File: config.mk
export PLATFORM = sky130hd
export DESIGN_NAME = result_bcd_capture_flat
export DESIGN_NICKNAME = d
export VERILOG_FILES = /design/src/rtl/cpu_pkg.sv /design/src/rtl/result_bcd_capture_if.sv /design/src/rtl/bcd_dabble_step.sv /design/src/rtl/result_bcd_capture.sv /design/src/flat_wrapper.sv
export SDC_FILE = /design/constraint.sdc
export NUM_CORES = 1
export LEC_CHECK = 0
export BUFFER_PORTS_ARGS = -buffer_cell sky130_fd_sc_hd__buf_2
export CORE_ASPECT_RATIO = 1.25
export CORE_MARGIN = 3
export CORE_UTILIZATION = 58
export CTS_CLUSTER_DIAMETER = 150
export DETAILED_ROUTE_END_ITERATION = 8
export PLACE_DENSITY = 0.85
export SLEW_MARGIN = 25
export SYNTH_ARGS = -nofsm -noshare
export SYNTH_HDL_FRONTEND = slang
export SYNTH_SLANG_ARGS = --single-unit
File: constraint.sdc
create_clock -name clk -period 2.15 [get_ports clk]
set_input_delay 0.3225 -clock clk [delete_from_list [all_inputs] [get_ports clk]]
set_output_delay 0.3225 -clock clk [all_outputs]
set_load 0.05 [all_outputs]
File: src/rtl/cpu_pkg.sv
// cpu_pkg: shared types and constants for the factorial CPU result consumer
//   stateT                  capture FSM states
//   W_DATA / ND_BCD         binary result width / number of BCD digits
//   DIGIT_W, *_LSB          BCD digit field width and positions within bcd_digits
package cpu_pkg;
    typedef enum logic [1:0] {IDLE, SHIFT, HOLD} stateT;
    localparam int W_DATA   = 8;
    localparam int ND_BCD   = 3;
    localparam int DIGIT_W  = 4;
    localparam int ONES_LSB = 0;
    localparam int TENS_LSB = 4;
    localparam int HUND_LSB = 8;
endpackage

File: src/rtl/result_bcd_capture_if.sv
// result_bcd_capture_if: CPU result input and BCD display handshake bundle
//   cpu_busy, cpu_out       CPU busy flag and result bus
//   bcd_digits, bcd_valid   converted digits and their valid flag
//   bcd_ready               consumer accepts bcd_digits
//   conv_active, overrun    engine busy status and sticky lost-result flag
//   master: the CPU/display side; slave: the capture block
interface result_bcd_capture_if #(parameter int W = 8, parameter int ND = 3);
    logic            cpu_busy;
    logic [W-1:0]    cpu_out;
    logic [4*ND-1:0] bcd_digits;
    logic            bcd_valid;
    logic            bcd_ready;
    logic            conv_active;
    logic            overrun;
    modport master (output cpu_busy, cpu_out, bcd_ready, input bcd_digits, bcd_valid, conv_active, overrun);
    modport slave (input cpu_busy, cpu_out, bcd_ready, output bcd_digits, bcd_valid, conv_active, overrun);
endinterface

File: src/rtl/bcd_dabble_step.sv
// bcd_dabble_step: one combinational double-dabble step (add-3 per nibble, then shift left)
//   bcdIn, binIn    current BCD and binary shift registers
//   bcdOut, binOut  register values after this step
module bcd_dabble_step import cpu_pkg::*; #(
    parameter int W  = W_DATA,
    parameter int ND = ND_BCD
) (
    input  logic [DIGIT_W*ND-1:0] bcdIn,
    input  logic [W-1:0]          binIn,
    output logic [DIGIT_W*ND-1:0] bcdOut,
    output logic [W-1:0]          binOut
);
    logic [DIGIT_W*ND-1:0] adj;
    // nibbles never exceed 9, so the 4-bit add-3 cannot overflow
    for (genvar i = 0; i < ND; i++) begin : gAdj
        assign adj[DIGIT_W*i +: DIGIT_W] = (bcdIn[DIGIT_W*i +: DIGIT_W] >= 4'd5) ?
            bcdIn[DIGIT_W*i +: DIGIT_W] + 4'd3 : bcdIn[DIGIT_W*i +: DIGIT_W];
    end
    assign {bcdOut, binOut} = {adj, binIn} << 1;
endmodule

File: src/rtl/result_bcd_capture.sv
// result_bcd_capture: captures the CPU result when busy falls and presents it as BCD digits
//   clk, reset   clock and synchronous active-high reset
//   bus (slave)  cpu_busy/cpu_out in; bcd_digits/bcd_valid/bcd_ready handshake;
//                conv_active while converting; overrun sticky when a result is dropped
module result_bcd_capture import cpu_pkg::*; #(
    parameter int W  = W_DATA,
    parameter int ND = ND_BCD
) (
    input logic                  clk,
    input logic                  reset,
    result_bcd_capture_if.slave  bus
);
    localparam int CW = $clog2(W);
    stateT           state, stateNext;
    logic            busyD, capture, start, finish;
    logic            pendFull, pendFullNext, overrunR, overrunNext;
    logic [W-1:0]    pendVal, pendValNext, startVal, binSr, stepBin;
    logic [4*ND-1:0] bcdSr, stepBcd, digits;
    logic [CW-1:0]   cnt;
    logic            valid;
    assign capture = busyD & ~bus.cpu_busy;
    bcd_dabble_step #(.W(W), .ND(ND)) uStep (
        .bcdIn (bcdSr),
        .binIn (binSr),
        .bcdOut(stepBcd),
        .binOut(stepBin)
    );
    always_ff @(posedge clk)
        state <= reset ? IDLE : stateNext;
    always_comb begin
        stateNext    = state;
        start        = 1'b0;
        startVal     = bus.cpu_out;
        finish       = 1'b0;
        pendFullNext = pendFull;
        pendValNext  = pendVal;
        overrunNext  = overrunR;
        case (state)
            IDLE: begin
                if (capture) begin
                    start     = 1'b1;
                    stateNext = SHIFT;
                end
            end
            SHIFT: begin
                if (cnt == CW'(W - 1)) begin
                    finish    = 1'b1;
                    stateNext = HOLD;
                end
                if (capture && !pendFull) begin
                    pendFullNext = 1'b1;
                    pendValNext  = bus.cpu_out;
                end else if (capture) begin
                    overrunNext = 1'b1;
                end
            end
            HOLD: begin
                if (bus.bcd_ready) begin
                    // a waiting result goes first; a coinciding capture takes its slot
                    if (pendFull) begin
                        start        = 1'b1;
                        startVal     = pendVal;
                        stateNext    = SHIFT;
                        pendFullNext = capture;
                        pendValNext  = capture ? bus.cpu_out : pendVal;
                    end else if (capture) begin
                        start     = 1'b1;
                        stateNext = SHIFT;
                    end else begin
                        stateNext = IDLE;
                    end
                end else if (capture && !pendFull) begin
                    pendFullNext = 1'b1;
                    pendValNext  = bus.cpu_out;
                end else if (capture) begin
                    overrunNext = 1'b1;
                end
            end
            default: stateNext = IDLE;
        endcase
    end
    always_ff @(posedge clk) begin
        if (reset) begin
            busyD    <= 1'b0;
            binSr    <= '0;
            bcdSr    <= '0;
            cnt      <= '0;
            digits   <= '0;
            valid    <= 1'b0;
            pendFull <= 1'b0;
            pendVal  <= '0;
            overrunR <= 1'b0;
        end else begin
            busyD    <= bus.cpu_busy;
            pendFull <= pendFullNext;
            pendVal  <= pendValNext;
            overrunR <= overrunNext;
            if (start) begin
                binSr <= startVal;
                bcdSr <= '0;
                cnt   <= '0;
            end else if (state == SHIFT) begin
                binSr <= stepBin;
                bcdSr <= stepBcd;
                cnt   <= cnt + 1'b1;
            end
            if (finish) begin
                digits <= stepBcd;
                valid  <= 1'b1;
            end else if (state == HOLD && bus.bcd_ready) begin
                valid <= 1'b0;
            end
        end
    end
    assign bus.bcd_digits  = digits;
    assign bus.bcd_valid   = valid;
    assign bus.conv_active = (state == SHIFT);
    assign bus.overrun     = overrunR;
endmodule
File: src/flat_wrapper.sv
// flat-port wrapper written by rule: the top's interface ports become plain ports
module result_bcd_capture_flat import cpu_pkg::*;
#(
    parameter int W  = W_DATA,
    parameter int ND = ND_BCD
)
  (clk, reset, bus_cpu_busy, bus_cpu_out, bus_bcd_ready, bus_bcd_digits, bus_bcd_valid, bus_conv_active, bus_overrun);
  result_bcd_capture_if #(.W(W), .ND(ND)) bus_i ();
  input logic clk;
  input logic reset;
  input wire logic [$bits(bus_i.cpu_busy)-1:0] bus_cpu_busy;
  input wire logic [$bits(bus_i.cpu_out)-1:0] bus_cpu_out;
  input wire logic [$bits(bus_i.bcd_ready)-1:0] bus_bcd_ready;
  output wire logic [$bits(bus_i.bcd_digits)-1:0] bus_bcd_digits;
  output wire logic [$bits(bus_i.bcd_valid)-1:0] bus_bcd_valid;
  output wire logic [$bits(bus_i.conv_active)-1:0] bus_conv_active;
  output wire logic [$bits(bus_i.overrun)-1:0] bus_overrun;
  assign bus_i.cpu_busy = bus_cpu_busy;
  assign bus_i.cpu_out = bus_cpu_out;
  assign bus_i.bcd_ready = bus_bcd_ready;
  assign bus_bcd_digits = bus_i.bcd_digits;
  assign bus_bcd_valid = bus_i.bcd_valid;
  assign bus_conv_active = bus_i.conv_active;
  assign bus_overrun = bus_i.overrun;
  result_bcd_capture #(.W(W), .ND(ND)) u_core (.clk(clk), .reset(reset), .bus(bus_i));
endmodule
**Word-level counts from Yosys, hierarchy flattened**

Cells that the tools add are included.

- Add/subtract/negate cells: 4
- Order comparisons: 3
- Equal/unequal tests: 9
- Muxes and demuxes: 35
- Bitwise gates (word level): 2
- Reduce and logical (&&, ||, !) cells: 11

Operators by type and width:

| operator | number |
|---|---|
| $mux W8 | 9 |
| $pmux W8 S2 | 1 |
| $mux W1 | 14 |
| $ge A4 B3 Y1 const B | 3 |
| $add A4 B2 Y4 const B | 2 |
| $mux W2 | 4 |
| $mux W4 | 2 |
| $ne A3 B2 Y1 const B | 2 |
| $pmux W1 S2 | 3 |
| $pmux W2 S3 | 1 |
| $reduce_and A3 Y1 | 2 |
| $reduce_bool A2 Y1 | 3 |
| $ne A2 B1 Y1 const B | 2 |
| $ne A2 B2 Y1 const B | 2 |
| $add A3 B1 Y3 const B | 1 |
| $add A3 B2 Y3 const B | 1 |
| $eq A3 B3 Y1 const B | 1 |
| $mux W3 | 1 |
| $eq A2 B1 Y1 const B | 1 |
| $eq A2 B2 Y1 const B | 1 |
| $logic_and A1 B1 Y1 | 2 |
| $logic_not A2 Y1 | 1 |
| $reduce_and A2 Y1 | 1 |
| $reduce_or A2 Y1 | 1 |
| other kinds (3) | 3 |

- Register bits after elaboration: 49
- Input bits: 12
- Output and inout bits: 15
- Word-level logic and storage cells: 74

**Longest topological paths before layout**

Gate-level depths: netlist of the first run.

- Word-level depth: 7
- Gate-level depth with buffers: 9
- Mapped depth without buffers: 6

**Hierarchy**

A second synthesis of the first run with hierarchy kept.

- Cell total of the unflattened synthesis: 272
- Area total of the unflattened synthesis: 2454.9 um^2

Modules (own cells, without submodules):

| module | times used | cells each | area an instance (um^2) | seq. area each (um^2) |
|---|---|---|---|---|
| result_bcd_capture | 1 | 218 | 2099.5 | 980.9 |
| bcd_dabble_step | 1 | 54 | 355.3 | 0.0 |

**Worst setup path before layout of the first run**

No wires, ideal clock.

- Path type: flip-flop to flip-flop
- From: register u_core.state[1]
- To: register u_core.bcdSr[10]
- Library setup time: 79 ps
- Data arrival time: 1898 ps
- Data required time: 2071 ps
- Path slack: 173 ps
- Stages on the path, launching flop included: 7
- Buffers on the path: 2
- Period minus slack after synthesis: 1977 ps
- Path through: dfxtp_1 -> inv_1 -> ha_1 -> buf_2 -> clkbuf_1 -> o21ai_0 -> a211oi_2

- Elaborated cells between the ends (all ways): 5
- Classes of those cells: 2 x eq/ne; 1 x mux; 2 x reduce/logical

RTL lines:

| element | RTL line | text |
|---|---|---|
| start: declaration | result_bcd_capture.sv:14 | `stateT state, stateNext;` |
| start signal: assignment | result_bcd_capture.sv:29 | `state <= reset ? IDLE : stateNext;` |
| $eq A2 B1 Y1 | -- |  |
| named net bus_conv_active | flat_wrapper.sv:16 | `output wire logic [$bits(bus_i.conv_active)-1:0] bus_conv_active;` |
| end signal: assignment | result_bcd_capture.sv:104 | `bcdSr <= stepBcd;` |
| end: declaration | result_bcd_capture.sv:18 | `logic [4*ND-1:0] bcdSr, stepBcd, digits;` |

The timed path passes the listed nets, and every way through them passes these cells.
A chain may end at the register's enable or synchronous reset.

**Final worst setup path of the first run**

- From: register u_core.state[0]
- To: register u_core.bcdSr[6]

- Cells in the longest elaborated chain, start to end: 3
- Elaborated cells between the ends (all ways): 5
- Classes of those cells: 2 x eq/ne; 1 x mux; 2 x reduce/logical

RTL lines:

| element | RTL line | text |
|---|---|---|
| $eq A2 B2 Y1 / $logic_not A2 Y1 (equally long branches) | result_bcd_capture.sv:38 | `case (state)` |
| $pmux W1 S2 | result_bcd_capture.sv:38 |  |
| $reduce_or A2 Y1 (no source line) | -- |  |

Several ways; a longest one is shown, not always the timed one.

==> impl_metrics.csv, run 1 <==
group,metric,value,unit
cts,cts_sinks,49,
finish,area_growth,10.37,%
detailed_routing,drtAntennaViolNets,0,
yosys,synth-simple-area-share,0.1767,
cts,root_buffer,"clkbuf_8",
detailed_routing,dr_total_vias,2049,
finish,drive_gt1_frac,0.1569,
finish,final_cell_mix,"49 x dfxtp_1, 42 x nor2_1, 30 x nand2_1",
detailed_routing,wire_per_inst,13.32,um
pwr,p_leak,1.041,nW
cts,post_cts_resized,0,
sta,slew_headroom,0.6300,
setup_path,required,2.37,ns
sta,post-route-period-util,0.9044,
yosys,synth_area,0.002401,mm2
sta,maxSlewViolCount,0,
cts,path_clk_slew,0.08,ns
cts,cts_buffers,5,
detailed_routing,drcViolationCount,0,
yosys,synth_area_per_cell,8.545,um2
yosys,ys_ff_latch,49,
setup_path,worstSetupEndpointType,"flip-flop",
global_route,antenna_found_initial,0,
sta,finalSetupViolCount,0,
setup_path,worst_ep_arrival_time,2.16,ns
sta,fin_skew,0.003861,ns
setup_path,worstSetupPathType,"reg2reg",
pwr,p_per_area,922.7,mW/mm2
detailed_routing,dr.pass1.iters,4,
yosys,ys_seq_area_frac,0.4085,
yosys,netlist_instances,281,
yosys,synth_nets,305,
yosys,synth_top_family_by_area,"compound AO/OA/AOI/OAI gates",
detailed_routing,viasPerCell,5.692,
place,portBuffers,26,
job,max-cap-violations,0,
global_route,grt_pass1_wl,8645,um
die,die_w,63.55,um
sta,period_minus_slack,1.945,ns
detailed_routing,drt_iter0_markers,81,
yosys,synth-xor-area-share,0.01459,
cts,cts_tree,"done",
cts,cts_hold_buf,0,
global_route,grt_usage,0.2161,
run_status,status,"complete, no violations",
sta,fmaxAchievable,514.3,MHz
cts,htree_levels,2,
finish,antenna_cells,0,
finish,finalInstanceArea,0.002650,mm2
place,place.gp.congestion,0.8408,
die,initial_core_util,0.6190,
die,io_pins,27,
pwr,max-vdd-ir-drop,556.8,uV
cts,cts_setup_buffers,0,
finish,final_common_cell,"dfxtp_1",
sta,worstMarginPinSlew,0.5550,ns
detailed_routing,drt_wl_total,4796,um
yosys,synth_warnings,0,
global_route,grt_pass1_vias,2039,
sta,rsz0062_at_grt,"false",
yosys,synth.area.mux_share,0.08338,
finish,nets,329,
global_route,grt_max_degree,38,
die,coreArea,0.003879,mm2
yosys,synth-adder-area-share,0.06253,
cts,clk_latency,0.30,ns
pwr,finalPower,2.445,mW
sta,hold_violations,0,
die,rows,25,
setup_path,cp-start-kind,"flip-flop",
yosys,synth_compound_area_frac,0.1991,
setup_path,worst-path-max-fanout,15,
sta,fin_setup_tns,0,ns
global_route,overflow,0,
die,die_area,0.004953,mm2
cts,cts.path.max_buffers,2,
worst_hold_path,min_path_type,"in2reg",
yosys,ys_types,34,
die,fp.dieH,77.94,um
place,place_area,0.002567,mm2
place,dp_hpwl,3494,um
sequential cells by signal, summed over array words and instances, names as in the netlist:
signal                 flops
u_core.busyD               1
u_core.bcdSr              12
u_core.bus.bcd_valid       1
u_core.state               2
u_core.bus.overrun         1
u_core.cnt                 3
u_core.pendVal             8
u_core.binSr               8
u_core.bus.bcd_digits     12
u_core.pendFull            1
worst paths after layout:
check	from	end	slack [ns]	cells past startpoint
hold reg to reg	u_core.bus.bcd_digits[0]	u_core.bus.bcd_digits[0]	0.46	2
setup / recovery	u_core.state[0]	u_core.bcdSr[6]	0.21	6
hold / removal	bus_cpu_busy	u_core.busyD	0.26	2
setup reg to reg	u_core.state[0]	u_core.bcdSr[6]	0.21	6
per-layer routing:
layer / up-vias / track usage / share of wire
met2: 53 / 0.3772 / 0.50
met1: 952 / 0.2361 / 0.43
met4: 0 / 0.1188 / 0.025
met5: - / 0 / 0
met3: 15 / 0.05355 / 0.041
li1: 1029 / - / -
layout make-up:
type | instances | area [um2]
Clock buffer | 6 | 72.57
Clock inverter | 2 | 10.01
Fill cell | 347 | 1229
Inverter | 11 | 41.29
Multi-Input combinational cell | 204 | 1287
Sequential cell | 49 | 980.9
Tap cell | 54 | 67.56
Timing Repair Buffer | 34 | 190.2
cell families after synthesis:
kind of cell    count (synthesis)
simple gates                   97
fa+ha+maj                      12
flops                          49
buf+inv                        28
xor+xnor                        4
compound gates                 71
mux                            20
stage by stage:
| step | hold WS, ns | setup WS [ns] | utilization | std cells |
|---|---|---|---|---|
| floorplan | 0.4360 | 0.1729 | - | 281 |
| global route | 0.2825 | 0.04252 | 0.6832 | 360 |
| CTS | 0.2535 | 0.2148 | 0.6832 | 360 |
| global placement | 0.4458 | 0.2917 | 0.6619 | 352 |
| finish | 0.2559 | 0.2055 | 0.6832 | 360 |
| detailed placement | 0.4466 | 0.2348 | 0.6619 | 352 |
cells in the mapped netlist, drive strengths merged:
| library cell | number | share of area |
|---|---|---|
| dfxtp | 49 | 0.41 |
| nor2 | 42 | 0.066 |
| nand2 | 30 | 0.047 |
| a21oi | 23 | 0.054 |
| mux2i | 20 | 0.083 |
| o21ai | 18 | 0.042 |
| a211oi | 14 | 0.050 |
| ha | 12 | 0.063 |
| inv | 11 | 0.017 |
| clkbuf | 10 | 0.016 |
| buf | 7 | 0.022 |
| o211ai | 7 | 0.022 |
| nand3 | 5 | 0.010 |
| nand2b | 4 | 0.010 |
| xnor2 | 4 | 0.015 |
| a2111oi | 3 | 0.011 |
| nand3b | 3 | 0.0094 |
| nor2b | 3 | 0.0078 |
| nor4 | 3 | 0.0078 |
| o31ai | 3 | 0.0094 |
| nor3 | 2 | 0.0042 |
| a222oi | 1 | 0.0042 |
| a311oi | 1 | 0.0036 |
| a31oi | 1 | 0.0026 |
| and2 | 1 | 0.0026 |
| and3 | 1 | 0.0026 |
| and3b | 1 | 0.0036 |
| or2 | 1 | 0.0026 |
| or3 | 1 | 0.0026 |
where the power goes:
part           switching [mW]  total [mW]  internal [mW]  leakage (nW)
logic                   0.508       0.849          0.341         0.599
registers              0.0819        1.08          0.995         0.397
clock network           0.293       0.519          0.226        0.0450
worst max-delay path: stages, from the launching register on:
cell	delay (ns)
dfxtp_1	0.39
inv_1	0.08
ha_1	0.29
and3_1	0.33
or3_1	0.34
buf_4	0.20
a211oi_1	0.22
(Power assumes the default switching activity.)
==> run 2: changes to the inputs <==
==> constraint.sdc (replaced) <==
create_clock -name clk -period 2.15 [get_ports clk]
set_input_delay 0.3225 -clock clk [delete_from_list [all_inputs] [get_ports clk]]
set_output_delay 0.3225 -clock clk [all_outputs]
set_load 0.01 [all_outputs]
==> run 2 against run 1 <==
  * Clock power is 5.4% higher
  * Combinational power is 3.9% lower
  * Non-clock buffer count is 1 lower
  * Worst hold slack better by 0.0070 ns
  * Count of clock-buffer cells in the layout is 1 higher
  * Largest cell class unchanged
  * Clock skew is 0.0033 ns higher
  * Fmax is 1.0% lower
  * Via count is 3.3% lower
  * Sequential power hardly changed
  * First-iteration DRC count is 91% higher
  * Highest routed layer unchanged
==> impl_metrics.csv, run 2 (same netlist as run 1, synthesis figures left out) <==
group,metric,value,unit
run_status,status,"complete, no violations",
cts,cts.path.max_buffers,2,
setup_path,rr_endpoint,"u_core.bcdSr[2]",
finish,seq_area,980.9,um2
place,place.gp.congestion,0.8804,
finish,layoutNonFillerInstCount,358,
cts,cts_sinks,49,
sta,hold_violations,0,
detailed_routing,drt_iter0_markers,155,
setup_path,worst_ep_arrival_time,2.18,ns
cts,path_clk_slew,0.08,ns
finish,fin_util,0.6826,
detailed_routing,drcViolationCount,0,
setup_path,r2r_slack,0.19,ns
die,fp.dieH,77.94,um
place,dp_cells,351,
sta,period_minus_slack,1.964,ns
setup_path,worstSetupEndpointType,"flip-flop",
global_route,grt_usage,0.2179,
detailed_routing,dr_total_vias,1982,
die,die_area,0.004953,mm2
detailed_routing,dr.pass1.iters,6,
finish,final_cell_mix,"49 x dfxtp_1, 42 x nor2_1, 30 x nand2_1",
worst_hold_path,worstHoldStart,"bus_cpu_busy",
die,coreArea,0.003879,mm2
detailed_routing,drt_wl_total,4836,um
sta,maxSlewViolCount,0,
sta,fin_setup_tns,0,ns
worst_hold_path,min_path_type,"in2reg",
pwr,p_per_area,922.0,mW/mm2
worst_hold_path,worstHoldEndpoint,"u_core.busyD",
detailed_routing,drtAntennaViolNets,0,
finish,drive_gt1_frac,0.1546,
place,place_area,0.002560,mm2
global_route,grt_pass1_vias,2004,
cts,cts_buffers,5,
sta,rsz0062_at_grt,"false",
detailed_routing,wire_per_inst,13.51,um
sta,fin_ws,0.1858,ns
cts,htree_levels,2,
global_route,grt_max_degree,38,
die,io_pins,27,
finish,finalInstanceArea,0.002648,mm2
finish,area_growth,10.27,%
finish,nets,328,
setup_path,worst-path-max-fanout,15,
sta,fmaxAchievable,509.1,MHz
pwr,max-vdd-ir-drop,628.5,uV
sta,worstMarginPinSlew,0.5728,ns
setup_path,worstSetupPathType,"reg2reg",
cts,cts_setup_buffers,0,
sta,post-route-period-util,0.9136,
sta,slew_headroom,0.6181,
finish,final_common_cell,"dfxtp_1",
cts,root_buffer,"clkbuf_8",
detailed_routing,viasPerCell,5.536,
finish,antenna_cells,0,
global_route,overflow,0,
cts,clk_latency,0.30,ns
job,max-cap-violations,0,
sta,whs,0.2629,ns
worst_hold_path,hold_depth,2,
setup_path,cp-start-kind,"flip-flop",
place,dp_hpwl,3491,um
finish,multi_input_area,0.001289,mm2
pwr,finalPower,2.441,mW
die,die_w,63.55,um
setup_path,required,2.37,ns
place,portBuffers,26,
global_route,antenna_found_initial,0,
sta,finalSetupViolCount,0,
setup_path,r2r-start,"u_core.state[0]",
die,rows,25,
die,initial_core_util,0.6190,
setup_path,reg2reg_depth,6,
sta,fin_skew,0.007160,ns
place,dp_slack,0.2036,ns
global_route,grt_pass1_wl,8673,um
pwr,p_leak,1.034,nW
cts,cts_tree,"done",
finish,fill_cells,356,
[run 2: what timing repair did]
action                                  in CTS  in global routing
gates resized for setup                      0                  1
hold endpoints to repair                     0                  0
hold buffers                                 0                  0
endpoints found under the setup margin       0                  1
[run 2: how the worst max path moves through the flow]
stage	startpoint	end	cells after the start
final	u_core.state[0]	u_core.bcdSr[2]	6
after global routing	u_core.state[0]	u_core.bcdSr[2]	6
after CTS	u_core.state[0]	u_core.bcdSr[6]	6
after detailed placement	u_core.state[0]	u_core.bcdSr[6]	6
after global placement	u_core.state[0]	u_core.bcdSr[6]	6
after floorplan	u_core.state[0]	u_core.bcdSr[8]	9
[run 2: area by class of cell]
| type | instances | share of cell area |
|---|---|---|
| inverters | 11 | 0.01560 |
| flip-flops and latches | 49 | 0.3705 |
| repair buffers | 33 | 0.06900 |
| clock buffers | 7 | 0.03261 |
| well taps | 54 | 0.02552 |
| multi-input cells | 204 | 0.4868 |
[run 2: where the power goes]
| part | switching (mW) | internal, mW |
|---|---|---|
| Sequential | 0.0826 | 0.995 |
| Combinational | 0.474 | 0.342 |
| Clock | 0.292 | 0.256 |
| Total | 0.848 | 1.59 |
[run 2: worst max-delay path, cell delays in order, from the launching register on]
cell,delay (ns)
dfxtp_1,0.38
inv_1,0.10
ha_1,0.32
and3_2,0.34
or3_1,0.32
buf_4,0.20
a211oi_1,0.22
[run 2: per-layer routing]
metal / vias up / track usage / wire, um
li1: 1022 / - / -
met1: 905 / 0.2407 / 2039
met5: - / 0 / 0
met4: 0 / 0.1015 / 97
met2: 47 / 0.3918 / 2543
met3: 8 / 0.04631 / 157
